## config.mk

```make
export PLATFORM = sky130hd
export DESIGN_NAME = icache_param_flat
export DESIGN_NICKNAME = d
export VERILOG_FILES = /design/src/rtl/icache_param_if.sv /design/src/rtl/icache_param.sv /design/src/flat_wrapper.sv
export SDC_FILE = /design/constraint.sdc
export NUM_CORES = 2
export LEC_CHECK = 0
export CAP_MARGIN = 25
export CORE_ASPECT_RATIO = 1.2
export CORE_MARGIN = 10
export CORE_UTILIZATION = 30
export DETAILED_ROUTE_END_ITERATION = 10
export SLEW_MARGIN = 20
export SYNTH_ARGS = -nofsm -noshare
export SYNTH_HDL_FRONTEND = slang
export SYNTH_SLANG_ARGS = --single-unit
```

## constraint.sdc

```tcl
create_clock -name clk -period 13 [get_ports clk]
set_input_delay 1.3 -clock clk [delete_from_list [all_inputs] [get_ports clk]]
set_output_delay 1.3 -clock clk [all_outputs]
set_load 0.05 [all_outputs]
```

## src/rtl/icache_param_if.sv

```systemverilog
// Fetch-side and bus-side signal bundle for icache_param.
// The cache uses the slave modport; the fetch/bus environment uses master.
interface icache_param_if #(
    parameter int LINE_WORDS = 4
);
    logic [31:0]              if_pc_i;
    logic                     if_req_Icache_i;
    logic [31:0]              Icache_inst_o;
    logic                     Icache_ready_o;
    logic                     Icache_hit_o;
    logic                     fc_jump_flag_Icache_i;
    logic                     fence_i_i;
    logic                     flush_busy_o;
    logic [31:0]              Icache_addr_o;
    logic                     Icache_valid_req_o;
    logic                     bc_Icache_ready_i;
    logic [32*LINE_WORDS-1:0] bc_Icache_data_i;

    modport slave (
        input  if_pc_i, if_req_Icache_i, fc_jump_flag_Icache_i, fence_i_i,
               bc_Icache_ready_i, bc_Icache_data_i,
        output Icache_inst_o, Icache_ready_o, Icache_hit_o, flush_busy_o,
               Icache_addr_o, Icache_valid_req_o
    );

    modport master (
        output if_pc_i, if_req_Icache_i, fc_jump_flag_Icache_i, fence_i_i,
               bc_Icache_ready_i, bc_Icache_data_i,
        input  Icache_inst_o, Icache_ready_o, Icache_hit_o, flush_busy_o,
               Icache_addr_o, Icache_valid_req_o
    );
endinterface

```

## src/rtl/icache_param.sv

```systemverilog
// Parametrised set-associative instruction cache with invalid-first/round-robin
// replacement, a one-set-per-cycle FENCE.I walker and jump-tolerant refills.
module icache_param #(
    parameter int WAYS       = 2,
    parameter int SETS       = 8,
    parameter int LINE_WORDS = 4
) (
    input  logic          clk,
    input  logic          rst_n,
    icache_param_if.slave bus
);
    localparam int OFF_W  = $clog2(LINE_WORDS) + 2;
    localparam int IDX_W  = $clog2(SETS);
    localparam int TAG_W  = 32 - OFF_W - IDX_W;
    localparam int WORD_W = OFF_W - 2;
    localparam int WAY_W  = (WAYS > 1) ? $clog2(WAYS) : 1;
    localparam int LINE_W = 32 * LINE_WORDS;

    localparam logic [1:0] LOOKUP = 2'd0;
    localparam logic [1:0] REFILL = 2'd1;
    localparam logic [1:0] FLUSH  = 2'd2;

    logic [LINE_W-1:0] data_mem [WAYS][SETS];
    logic [TAG_W-1:0]  tag_mem  [WAYS][SETS];
    logic [SETS-1:0]   valid    [WAYS];
    logic [WAY_W-1:0]  rr_ptr   [SETS];

    logic [1:0]        state;
    logic [IDX_W-1:0]  flush_idx;
    logic [TAG_W-1:0]  lat_tag;
    logic [IDX_W-1:0]  lat_idx;
    logic [WORD_W-1:0] lat_word;
    logic [WAY_W-1:0]  lat_way;
    logic              cancel;
    logic              fence_pend;

    logic [IDX_W-1:0]  pc_idx;
    logic [TAG_W-1:0]  pc_tag;
    logic [WORD_W-1:0] pc_word;
    logic              hit_any;
    logic [WAY_W-1:0]  hit_way;
    logic [LINE_W-1:0] hit_line;
    logic [31:0]       hit_word;
    logic [WAY_W-1:0]  victim;
    logic              found_free;
    logic              accept;
    logic [31:0]       refill_word;
    logic              unused_pc_bits;

    assign pc_idx         = bus.if_pc_i[OFF_W +: IDX_W];
    assign pc_tag         = bus.if_pc_i[31 -: TAG_W];
    assign pc_word        = bus.if_pc_i[OFF_W-1:2];
    assign unused_pc_bits = ^bus.if_pc_i[1:0];

    always_comb begin
        hit_any = 1'b0;
        hit_way = '0;
        for (int w = 0; w < WAYS; w++) begin
            if (valid[w][pc_idx] && (tag_mem[w][pc_idx] == pc_tag)) begin
                hit_any = 1'b1;
                hit_way = WAY_W'(w);
            end
        end
        hit_line = data_mem[hit_way][pc_idx];
        hit_word = hit_line[pc_word*32 +: 32];
    end

    // Lowest-numbered invalid way wins; a full set falls back to its RR pointer.
    always_comb begin
        victim     = rr_ptr[pc_idx];
        found_free = 1'b0;
        for (int w = 0; w < WAYS; w++) begin
            if (!found_free && !valid[w][pc_idx]) begin
                victim     = WAY_W'(w);
                found_free = 1'b1;
            end
        end
    end

    // Data offered in the same cycle as the request pulse is not ours yet.
    assign accept      = (state == REFILL) && bus.bc_Icache_ready_i && !bus.Icache_valid_req_o;
    assign refill_word = bus.bc_Icache_data_i[lat_word*32 +: 32];

    assign bus.Icache_hit_o  = hit_any && (state != FLUSH);
    assign bus.flush_busy_o  = (state == FLUSH);

    always_ff @(posedge clk) begin
        if (!rst_n) begin
            state                  <= LOOKUP;
            bus.Icache_inst_o      <= '0;
            bus.Icache_ready_o     <= 1'b0;
            bus.Icache_addr_o      <= '0;
            bus.Icache_valid_req_o <= 1'b0;
            flush_idx              <= '0;
            lat_tag                <= '0;
            lat_idx                <= '0;
            lat_word               <= '0;
            lat_way                <= '0;
            cancel                 <= 1'b0;
            fence_pend             <= 1'b0;
            for (int w = 0; w < WAYS; w++) valid[w] <= '0;
            for (int s = 0; s < SETS; s++) rr_ptr[s] <= '0;
        end else begin
            bus.Icache_valid_req_o <= 1'b0;
            case (state)
                LOOKUP: begin
                    if (bus.fc_jump_flag_Icache_i) begin
                        bus.Icache_ready_o <= 1'b0;
                    end else if (bus.fence_i_i) begin
                        bus.Icache_ready_o <= 1'b0;
                        flush_idx          <= '0;
                        state              <= FLUSH;
                    end else if (bus.if_req_Icache_i) begin
                        if (hit_any) begin
                            bus.Icache_ready_o <= 1'b1;
                            bus.Icache_inst_o  <= hit_word;
                        end else begin
                            bus.Icache_valid_req_o <= 1'b1;
                            bus.Icache_addr_o      <= {bus.if_pc_i[31:OFF_W], {OFF_W{1'b0}}};
                            bus.Icache_ready_o     <= 1'b0;
                            lat_tag                <= pc_tag;
                            lat_idx                <= pc_idx;
                            lat_word               <= pc_word;
                            lat_way                <= victim;
                            cancel                 <= 1'b0;
                            fence_pend             <= 1'b0;
                            state                  <= REFILL;
                        end
                    end else begin
                        bus.Icache_ready_o <= 1'b0;
                        bus.Icache_inst_o  <= '0;
                    end
                end
                REFILL: begin
                    bus.Icache_ready_o <= 1'b0;
                    if (bus.fc_jump_flag_Icache_i) cancel <= 1'b1;
                    if (bus.fence_i_i) fence_pend <= 1'b1;
                    if (accept) begin
                        valid[lat_way][lat_idx] <= 1'b1;
                        rr_ptr[lat_idx]         <= (WAYS > 1) ? lat_way + 1'b1 : '0;
                        if (!(cancel || bus.fc_jump_flag_Icache_i)) begin
                            bus.Icache_ready_o <= 1'b1;
                            bus.Icache_inst_o  <= refill_word;
                        end
                        if (fence_pend || bus.fence_i_i) begin
                            flush_idx <= '0;
                            state     <= FLUSH;
                        end else begin
                            state <= LOOKUP;
                        end
                    end
                end
                FLUSH: begin
                    bus.Icache_ready_o <= 1'b0;
                    for (int w = 0; w < WAYS; w++) valid[w][flush_idx] <= 1'b0;
                    rr_ptr[flush_idx] <= '0;
                    if (flush_idx == IDX_W'(SETS - 1)) begin
                        state <= LOOKUP;
                    end else begin
                        flush_idx <= flush_idx + 1'b1;
                    end
                end
                default: state <= LOOKUP;
            endcase
        end
    end

    // Line storage carries no reset; the valid bits decide what is meaningful.
    always_ff @(posedge clk) begin
        if (rst_n && accept) begin
            data_mem[lat_way][lat_idx] <= bus.bc_Icache_data_i;
            tag_mem[lat_way][lat_idx]  <= lat_tag;
        end
    end
endmodule

```

## src/flat_wrapper.sv

```systemverilog
// flat-port wrapper written by rule: the top's interface ports become plain ports
module icache_param_flat 
#(
    parameter int WAYS       = 2,
    parameter int SETS       = 8,
    parameter int LINE_WORDS = 4
)
  (clk, rst_n, bus_if_pc_i, bus_if_req_Icache_i, bus_fc_jump_flag_Icache_i, bus_fence_i_i, bus_bc_Icache_ready_i, bus_bc_Icache_data_i, bus_Icache_inst_o, bus_Icache_ready_o, bus_Icache_hit_o, bus_flush_busy_o, bus_Icache_addr_o, bus_Icache_valid_req_o);
  icache_param_if #(.LINE_WORDS(LINE_WORDS)) bus_i ();
  input  logic clk;
  input  logic rst_n;
  input wire logic [$bits(bus_i.if_pc_i)-1:0] bus_if_pc_i;
  input wire logic [$bits(bus_i.if_req_Icache_i)-1:0] bus_if_req_Icache_i;
  input wire logic [$bits(bus_i.fc_jump_flag_Icache_i)-1:0] bus_fc_jump_flag_Icache_i;
  input wire logic [$bits(bus_i.fence_i_i)-1:0] bus_fence_i_i;
  input wire logic [$bits(bus_i.bc_Icache_ready_i)-1:0] bus_bc_Icache_ready_i;
  input wire logic [$bits(bus_i.bc_Icache_data_i)-1:0] bus_bc_Icache_data_i;
  output wire logic [$bits(bus_i.Icache_inst_o)-1:0] bus_Icache_inst_o;
  output wire logic [$bits(bus_i.Icache_ready_o)-1:0] bus_Icache_ready_o;
  output wire logic [$bits(bus_i.Icache_hit_o)-1:0] bus_Icache_hit_o;
  output wire logic [$bits(bus_i.flush_busy_o)-1:0] bus_flush_busy_o;
  output wire logic [$bits(bus_i.Icache_addr_o)-1:0] bus_Icache_addr_o;
  output wire logic [$bits(bus_i.Icache_valid_req_o)-1:0] bus_Icache_valid_req_o;
  assign bus_i.if_pc_i = bus_if_pc_i;
  assign bus_i.if_req_Icache_i = bus_if_req_Icache_i;
  assign bus_i.fc_jump_flag_Icache_i = bus_fc_jump_flag_Icache_i;
  assign bus_i.fence_i_i = bus_fence_i_i;
  assign bus_i.bc_Icache_ready_i = bus_bc_Icache_ready_i;
  assign bus_i.bc_Icache_data_i = bus_bc_Icache_data_i;
  assign bus_Icache_inst_o = bus_i.Icache_inst_o;
  assign bus_Icache_ready_o = bus_i.Icache_ready_o;
  assign bus_Icache_hit_o = bus_i.Icache_hit_o;
  assign bus_flush_busy_o = bus_i.flush_busy_o;
  assign bus_Icache_addr_o = bus_i.Icache_addr_o;
  assign bus_Icache_valid_req_o = bus_i.Icache_valid_req_o;
  icache_param #(.WAYS(WAYS), .SETS(SETS), .LINE_WORDS(LINE_WORDS)) u_core (.clk(clk), .rst_n(rst_n), .bus(bus_i));
endmodule
```

# After elaboration in Yosys (flattened, before gate mapping)
# Memories as Yosys holds them, arrays and structs flattened.
# Index checks and enable logic that the tools add are counted.
[op_classes]
n_reduce_logical = 27
add_sub_neg = 2
magnitude_cmp = 8
shifts = 2
n_bitwise = 24
n_eq_ne = 21
muxes = 101
[op_table]
columns = ["operator", "count"]
rows = [
  ["two-way mux 1024 bit", 1],
  ["binary-select mux 128 bit (select 3 bit)", 1],
  ["demux 128 bit (select 3 bit)", 1],
  ["two-way mux 128 bit", 3],
  ["indexed part select 128 x 8 -> 32 bit", 2],
  ["two-way mux 200 bit", 1],
  ["two-way mux 32 bit", 6],
  ["binary-select mux 25 bit (select 3 bit)", 2],
  ["two-way mux 25 bit", 5],
  ["demux 25 bit (select 3 bit)", 1],
  ["one-hot mux 32 bit (2 select lines)", 1],
  ["two-way mux 1 bit", 52],
  ["== test 25 bit", 2],
  ["two-way mux 8 bit", 4],
  ["AND reduction 6 bit", 4],
  ["inequality test 2 bit, second input constant", 11],
  ["two-way mux 3 bit", 7],
  ["bitwise OR 1 bit", 16],
  ["two-way mux 2 bit", 7],
  ["< comparator 3 x 4 -> 1 bit, second input constant", 3],
  ["logical AND 1 bit", 10],
  ["AND reduction 5 bit", 2],
  ["one-hot mux 3 bit (3 select lines)", 1],
  [">= comparator 4 bit, second input constant", 2],
  ["25 further kinds", 40],
]
[totals]
memories = 4
elab_cells = 201
ramBits = 2472
out_inout_bits = 68
register_bits = 100
input_bits = 166
[memory_table]
columns = ["memory", "words", "word_bits", "read_ports", "rd_ports_with_merged_regs", "write_ports", "line", "text"]
rows = [
  ["u_core.data_mem", 2, 1024, 1, 0, 1, "icache_param.sv:23", "logic [LINE_W-1:0] data_mem [WAYS][SETS];"],
  ["u_core.tag_mem", 2, 200, 2, 0, 1, "icache_param.sv:24", "logic [TAG_W-1:0] tag_mem [WAYS][SETS];"],
  ["u_core.valid", 2, 8, 2, 0, 2, "icache_param.sv:25", "logic [SETS-1:0] valid [WAYS];"],
  ["u_core.rr_ptr", 8, 1, 1, 0, 8, "icache_param.sv:26", "logic [WAY_W-1:0] rr_ptr [SETS];"],
]

# Depth between registers and ports, before layout
# An unclocked memory read counts as a cell.
[depth]
ltp_word = 17
mapped_depth = 20

# Worst setup path before layout
# OpenSTA, ideal clock, no wires.
[synth_timing]
path_type = "in2reg"
from = "input rst_n"
to = "memory u_core.data_mem[0][768] (netlist bit) (enable)"
slack_ps = -289
required_time_ps = 12145
arrival_time_ps = 12433
cell_stages = 5
cell_sequence = "clkbuf_1 > nand3_1 > or2_2 > clkbuf_1 > nor3_1"
[synth_via]
elab_chain_len = 3
[synth_lines]
columns = ["element", "line", "text"]
rows = [
  ["start, declared", "flat_wrapper.sv:11", "input logic rst_n;"],
  ["logical AND 1 bit", "icache_param.sv:170", "if (rst_n && accept) begin"],
  ["two-way mux 1 bit", "icache_param.sv:170", ""],
  ["two-way mux 1024 bit (not written as such)", "icache_param.sv:171", "data_mem[lat_way][lat_idx] <= bus.bc_Icache_data_i;"],
  ["end, declared", "icache_param.sv:23", ""],
]
# Every way passes these cells.

# Worst setup path after layout
[layout_timing]
from = "input bus_if_pc_i[6]"
to = "output bus_Icache_hit_o"
[layout_via]
elab_chain_len = 9
elab_cells_between_ends = 18
[layout_lines]
columns = ["element", "line", "text"]
rows = [
  ["start, declared", "flat_wrapper.sv:12", "input wire logic [$bits(bus_i.if_pc_i)-1:0] bus_if_pc_i;"],
  ["NOT 3 -> 4 bit (not written as such)", "icache_param.sv:59", "if (valid[w][pc_idx] && (tag_mem[w][pc_idx] == pc_tag)) begin"],
  ["binary-select mux 25 bit (select 3 bit)", "icache_param.sv:59", ""],
  ["two-way mux 25 bit (not written as such) (2 in series)", "icache_param.sv:59", ""],
  ["== test 25 bit", "icache_param.sv:59", ""],
  ["logical AND 1 bit", "icache_param.sv:59", ""],
  ["two-way mux 1 bit", "icache_param.sv:59", ""],
  ["two-way mux 1 bit *", "icache_param.sv:59", ""],
  ["logical AND 1 bit *", "icache_param.sv:84", "assign bus.Icache_hit_o = hit_any && (state != FLUSH);"],
  ["end, declared", "flat_wrapper.sv:20", "output wire logic [$bits(bus_i.Icache_hit_o)-1:0] bus_Icache_hit_o;"],
]
# Mark *: on every way between the ends. The rest lies on a longest branch, timed or not. The select of a mux whose other input is x is not followed.

==> impl.org <==
** Status
- The flow ran to the end, and the final reports show no timing, DRC or antenna violations.

** Routing
- Overall routed net length :: 305000 um
- Wire per inst :: 28.5 um
- The first detailed-routing pass took 7 iterations.
- Via count :: 57200
- Count of unresolved DRC violations after routing :: 0
- In this run the remaining antenna-violating nets after routing total 0.
- Detailed router's first-iteration violation count :: 6533
- Number of vias per cell after detailed routing :: 5.35

** Timing
- Final hold slack :: 0.451 ns
- Slew of the pin with the lowest slew margin :: 1.22 ns
- Max Clock Freq :: 124 MHz
- Relative slew slack :: 18.7%
- Final Critical Period :: 8.05 ns
- Setup repair after global routing left no endpoint under its margin.
- The number of endpoints with negative hold slack in the final report came to 0.
- Setup violations remaining at the end of the flow were counted as 0.
- Across the routed clock network, the largest skew measured is 0.0887 ns.
- The count of final max-slew check failures was 0.
- Ratio of final minimum period to clock period :: 61.9%
- Accumulated negative setup slack :: 0 ns

** Yosys
- Fraction of the yosys area taken by sequential cells :: 75.6%
- Synthesis instantiated 79 different standard cells from the library.
- Post-synthesis sequential element count :: 2544
- During synthesis, Yosys emitted a total of 0 warnings.
- After synthesis, the cell types taking the most area are edfxtp_1 74%, mux4_2 7.7%, nand2_1 3.4%.
- Summed over its instances, the top area cell type makes up 73.6% of the synthesized netlist area.
- The most used flip-flop cell after synthesis is edfxtp_1.
- Number of instances in the synthesized netlist :: 5810
- In the synthesized netlist the async set-or-reset flop fraction comes to 0%.
- Summing every instance area after synthesis gives 0.0998 sq mm.
- A synthesized cell averages 17.2 sq um.
- Yosys top cell by area :: edfxtp_1
- Number of enable-type register cells in the synthesized netlist :: 2448

** Floorplanning
- For this configuration, the core starts out at a cell density of 30.2%.
- Chip Width :: 547 um
- Measured along the y axis, the die boundary spans 652 um.
- Cell row count :: 231
- Area of the core :: 0.331 sq mm
- The die covers 0.356 sq mm.
- Number of top-level design ports :: 234

** CTS
- TritonCTS clock tree :: done
- After clock tree synthesis, the flow added hold-fix buffers numbering 0.
- Clk_lat worst skew :: 0.93 ns
- TritonCTS Buffers :: 246
- Clock H-tree levels :: 4
- Clock-pin slew on the worst setup and hold paths :: 0.06 ns
- Max clock buf depth :: 4
- Sinks on the clock net :: 2544
- After clock tree synthesis, the setup repair step added 0 buffers.
- Number of gates resized after cts :: 0
- The tree is rooted in a clkbuf_16.

** Worst setup path
- In this run the worst path has a maximum fanout of 36.
- The kind of cell with the highest combined delay along the critical path is buffers and inverters.
- On the critical path, the stage with the largest delay is an instance of clkdlybuf4s50_1.
- Traced cell by cell, the critical path runs through buf_4, buf_4, and2_1, buf_4, a22oi_1, nand3b_1, nand4_1, or4_1, nor4_4, buf_4, nor2_1, nor2_1, clkdlybuf4s50_1.
- On the worst path, the slowest cell contributes a delay of 0.83 ns.
- Worst Path Arrival :: 6.75 ns
- Reg2reg setup slack :: 7.15 ns
- The cell that appears most often on the critical path is buf_4.
- Capture point of the worst reg-to-reg path :: u_core.bus.Icache_inst_o[1]$_SDFFE_PN0P_
- STA classifies the critical path startpoint as an input pin.
- The critical path in this run is classified as input pin to output port.
- Measured in cells, the most critical reg-to-reg path has a length of 14.
- Data on the critical path is required at its endpoint by 11.70 ns.
- STA classifies the critical path endpoint as an output port.
- In this run the critical register-to-register path is launched from u_core.tag_mem[1][65]$_DFFE_PP_.
- Number of buffers and inverters on the critical path :: 5

** GRT
- Total overflow reported by the global router :: 0
- Initial antenna violation count :: 85
- Total global-route track usage :: 16.3%
- The via count of the first global-routing pass was 56300.
- First-pass GRT wire length :: 426000 um
- Entering global routing, the biggest net connects 174 pins.

** Finish
- The net count of the finished layout is 6219.
- Area Overhead vs Synth :: 15.4%
- Fill cells in the final layout number 31100.
- Storage element area :: 0.0754 sq mm
- Layout cells sized above 1 :: 14.2%
- Footprint of the multi-input gates :: 0.0227 sq mm
- Post-route core utilization :: 34.8%

** Min path
- Worst hold path type :: flop to flop
- Endpoint of the worst hold-timing path :: u_core.valid[0][2]$_DFF_P_
- Hold-critical path depth :: 1
- In this run the most critical hold path is launched from u_core.valid[0][2]$_DFF_P_.

** Pwr
- For this design the ratio of total power to cell area is 151 mW/mm^2.
- Leakage power total :: 0.0361 uW
- Across the VDD grid, the largest voltage drop is 134 uV.

** Placement
- Count of input and output buffers :: 227
- Weighted congestion reported at the end of routability-driven placement :: 0.806
- Once detailed placement completed, the half-perimeter wirelength came to 163000 um.

** Run
- Max-cap check violation count :: 0
[logic make-up after synthesis]
logic type | share of synthesized area [%]
multiplexers | 10.5
adder cells (fa/ha/maj) | 0.0752
XOR/XNOR | 0.158
flip-flops | 75.6
AND/OR/NAND/NOR | 6.67
other | 0.00376
buffers and inverters | 1.97
AO/OA/AOI/OAI | 5.06
[state kept, by name, summed over array words and instances (netlist names)]
signal,cells
u_core.data_mem,2048
u_core.lat_word,2
u_core.lat_idx,2
u_core.tag_mem,400
u_core.bus.Icache_valid_req_o,1
u_core.state,2
u_core.bus.Icache_ready_o,1
u_core.valid,16
u_core.cancel,1
u_core.bus.Icache_addr_o,1
u_core.flush_idx,3
u_core.lat_tag,25
u_core.rr_ptr,8
u_core.bus.Icache_inst_o,32
u_core.lat_way,1
u_core.fence_pend,1
[worst reg2reg max path, cell delays in order (launching register included)]
cell      delay [ns]
edfxtp_1        0.38
mux4_2          0.45
mux2i_1         0.26
xor2_1          0.42
nand4_1         0.20
or2_1           0.30
nor4_4          0.31
buf_4           0.67
buf_12          0.60
buf_4           0.83
mux4_2          0.63
o22ai_1         0.19
o211a_1         0.28
a31o_2          0.13
a21oi_1         0.06
[worst max path at each step]
stage	start	end	slack [ns]	cells after the start
floorplan	rst_n	u_core.data_mem[1][768]$_DFFE_PP_	3.86	5
global placement	bus_if_pc_i[6]	u_core.bus.Icache_inst_o[5]$_SDFFE_PN0P_	4.79	17
detailed placement	bus_if_pc_i[6]	u_core.bus.Icache_inst_o[5]$_SDFFE_PN0P_	4.76	17
CTS	bus_if_pc_i[6]	bus_Icache_hit_o	4.98	13
global route	bus_if_pc_i[4]	bus_Icache_hit_o	4.77	12
finish	bus_if_pc_i[6]	bus_Icache_hit_o	4.95	13
[cell type report]
type                    count  share of cell area, %
diodes                     24                 0.0521
clock buffers             324                   5.76
clock inverters           130                  0.999
inverters                  47                  0.156
multi-input cells        2862                   19.7
flip-flops and latches   2544                   65.5
well taps                4427                   4.81
repair buffers            346                   3.09
[layout by cell type, fill, tap and decap left out, types with 14 or more instances in the layout]
master,synthesis,layout
a31oi_1,106,106
a21oi_1,61,61
clkbuf_16,0,249
nand2b_1,21,19
clkdlybuf4s50_1,0,223
a41o_1,27,27
mux2i_1,243,243
mux4_2,340,340
dfxtp_1,96,94
a22oi_1,61,61
diode_2,0,24
a32o_1,30,30
a22o_1,23,23
buf_4,29,88
a41oi_1,29,29
nand2_1,895,891
inv_1,46,45
nand4_1,52,52
nor2_4,0,14
o211ai_1,74,74
and3_1,33,33
o21ai_0,25,25
o31ai_1,26,26
nor2_1,138,123
nand3_1,282,282
clkbuf_1,221,63
buf_12,4,26
clkinv_1,1,53
bufinv_16,0,20
edfxtp_1,2448,2448
and2_1,29,28
o22ai_1,86,86
nor3_1,27,23
a2111oi_0,17,17
mux2_2,33,33
a21o_1,37,37
a311o_1,24,24
clkinv_2,0,48
[through the flow]
step / setup WS [ns] / total power, uW / std cells / cell area [sq um]
6_report: 4.95 / 17400 / 10700 / 115000
5_1_grt: 4.77 / 17800 / 10700 / 115000
4_1_cts: 4.98 / 17500 / 10700 / 115000
3_5_place_dp: 4.76 / 10500 / 10200 / 107000
3_3_place_gp: 4.79 / 10500 / 10200 / 107000
2_1_floorplan: 3.86 / 9910 / 5813 / 99900
[per-layer routing]
layer | part of all wire [%] | track usage (%) | wire (um) | up-vias
met5 | 0.066 | 0 | 202 | -
met4 | 3.3 | 5.12 | 10100 | 30
met3 | 8.1 | 3.18 | 24800 | 572
met2 | 49 | 27.8 | 150000 | 2782
met1 | 39 | 21.0 | 120000 | 30300
li1 | - | - | - | 23500
[where the power goes]
| group | leakage, uW | internal, uW | total, uW | switching, uW |
|---|---|---|---|---|
| combinational | 0.00948 | 374 | 1220 | 848 |
| clock | 0.00382 | 3970 | 7020 | 3050 |
| sequential | 0.0227 | 9050 | 9130 | 75.7 |
| total | 0.0361 | 13400 | 17400 | 3970 |
[synthesized netlist by cell type, types with 6 or more instances]
library cell,instances
a2111oi_0,17
a21o_1,37
a21oi_1,61
a221oi_1,6
a22o_1,23
a22oi_1,61
a311o_1,24
a31oi_1,106
a32o_1,30
a41o_1,27
a41oi_1,29
and2_1,29
and3_1,33
buf_1,20
buf_2,62
buf_4,29
buf_6,22
clkbuf_1,221
dfxtp_1,96
edfxtp_1,2448
ha_1,6
inv_1,46
mux2_2,33
mux2i_1,243
mux4_2,340
nand2_1,895
nand2b_1,21
nand3_1,282
nand4_1,52
nor2_1,138
nor2b_1,10
nor3_1,27
nor4_1,8
o211a_1,11
o211ai_1,74
o21ai_0,25
o22ai_1,86
o31ai_1,26
or2_2,6
or3_1,13
xnor2_1,8
xor2_1,10
No activity file was read; power rests on OpenSTA's default activity.
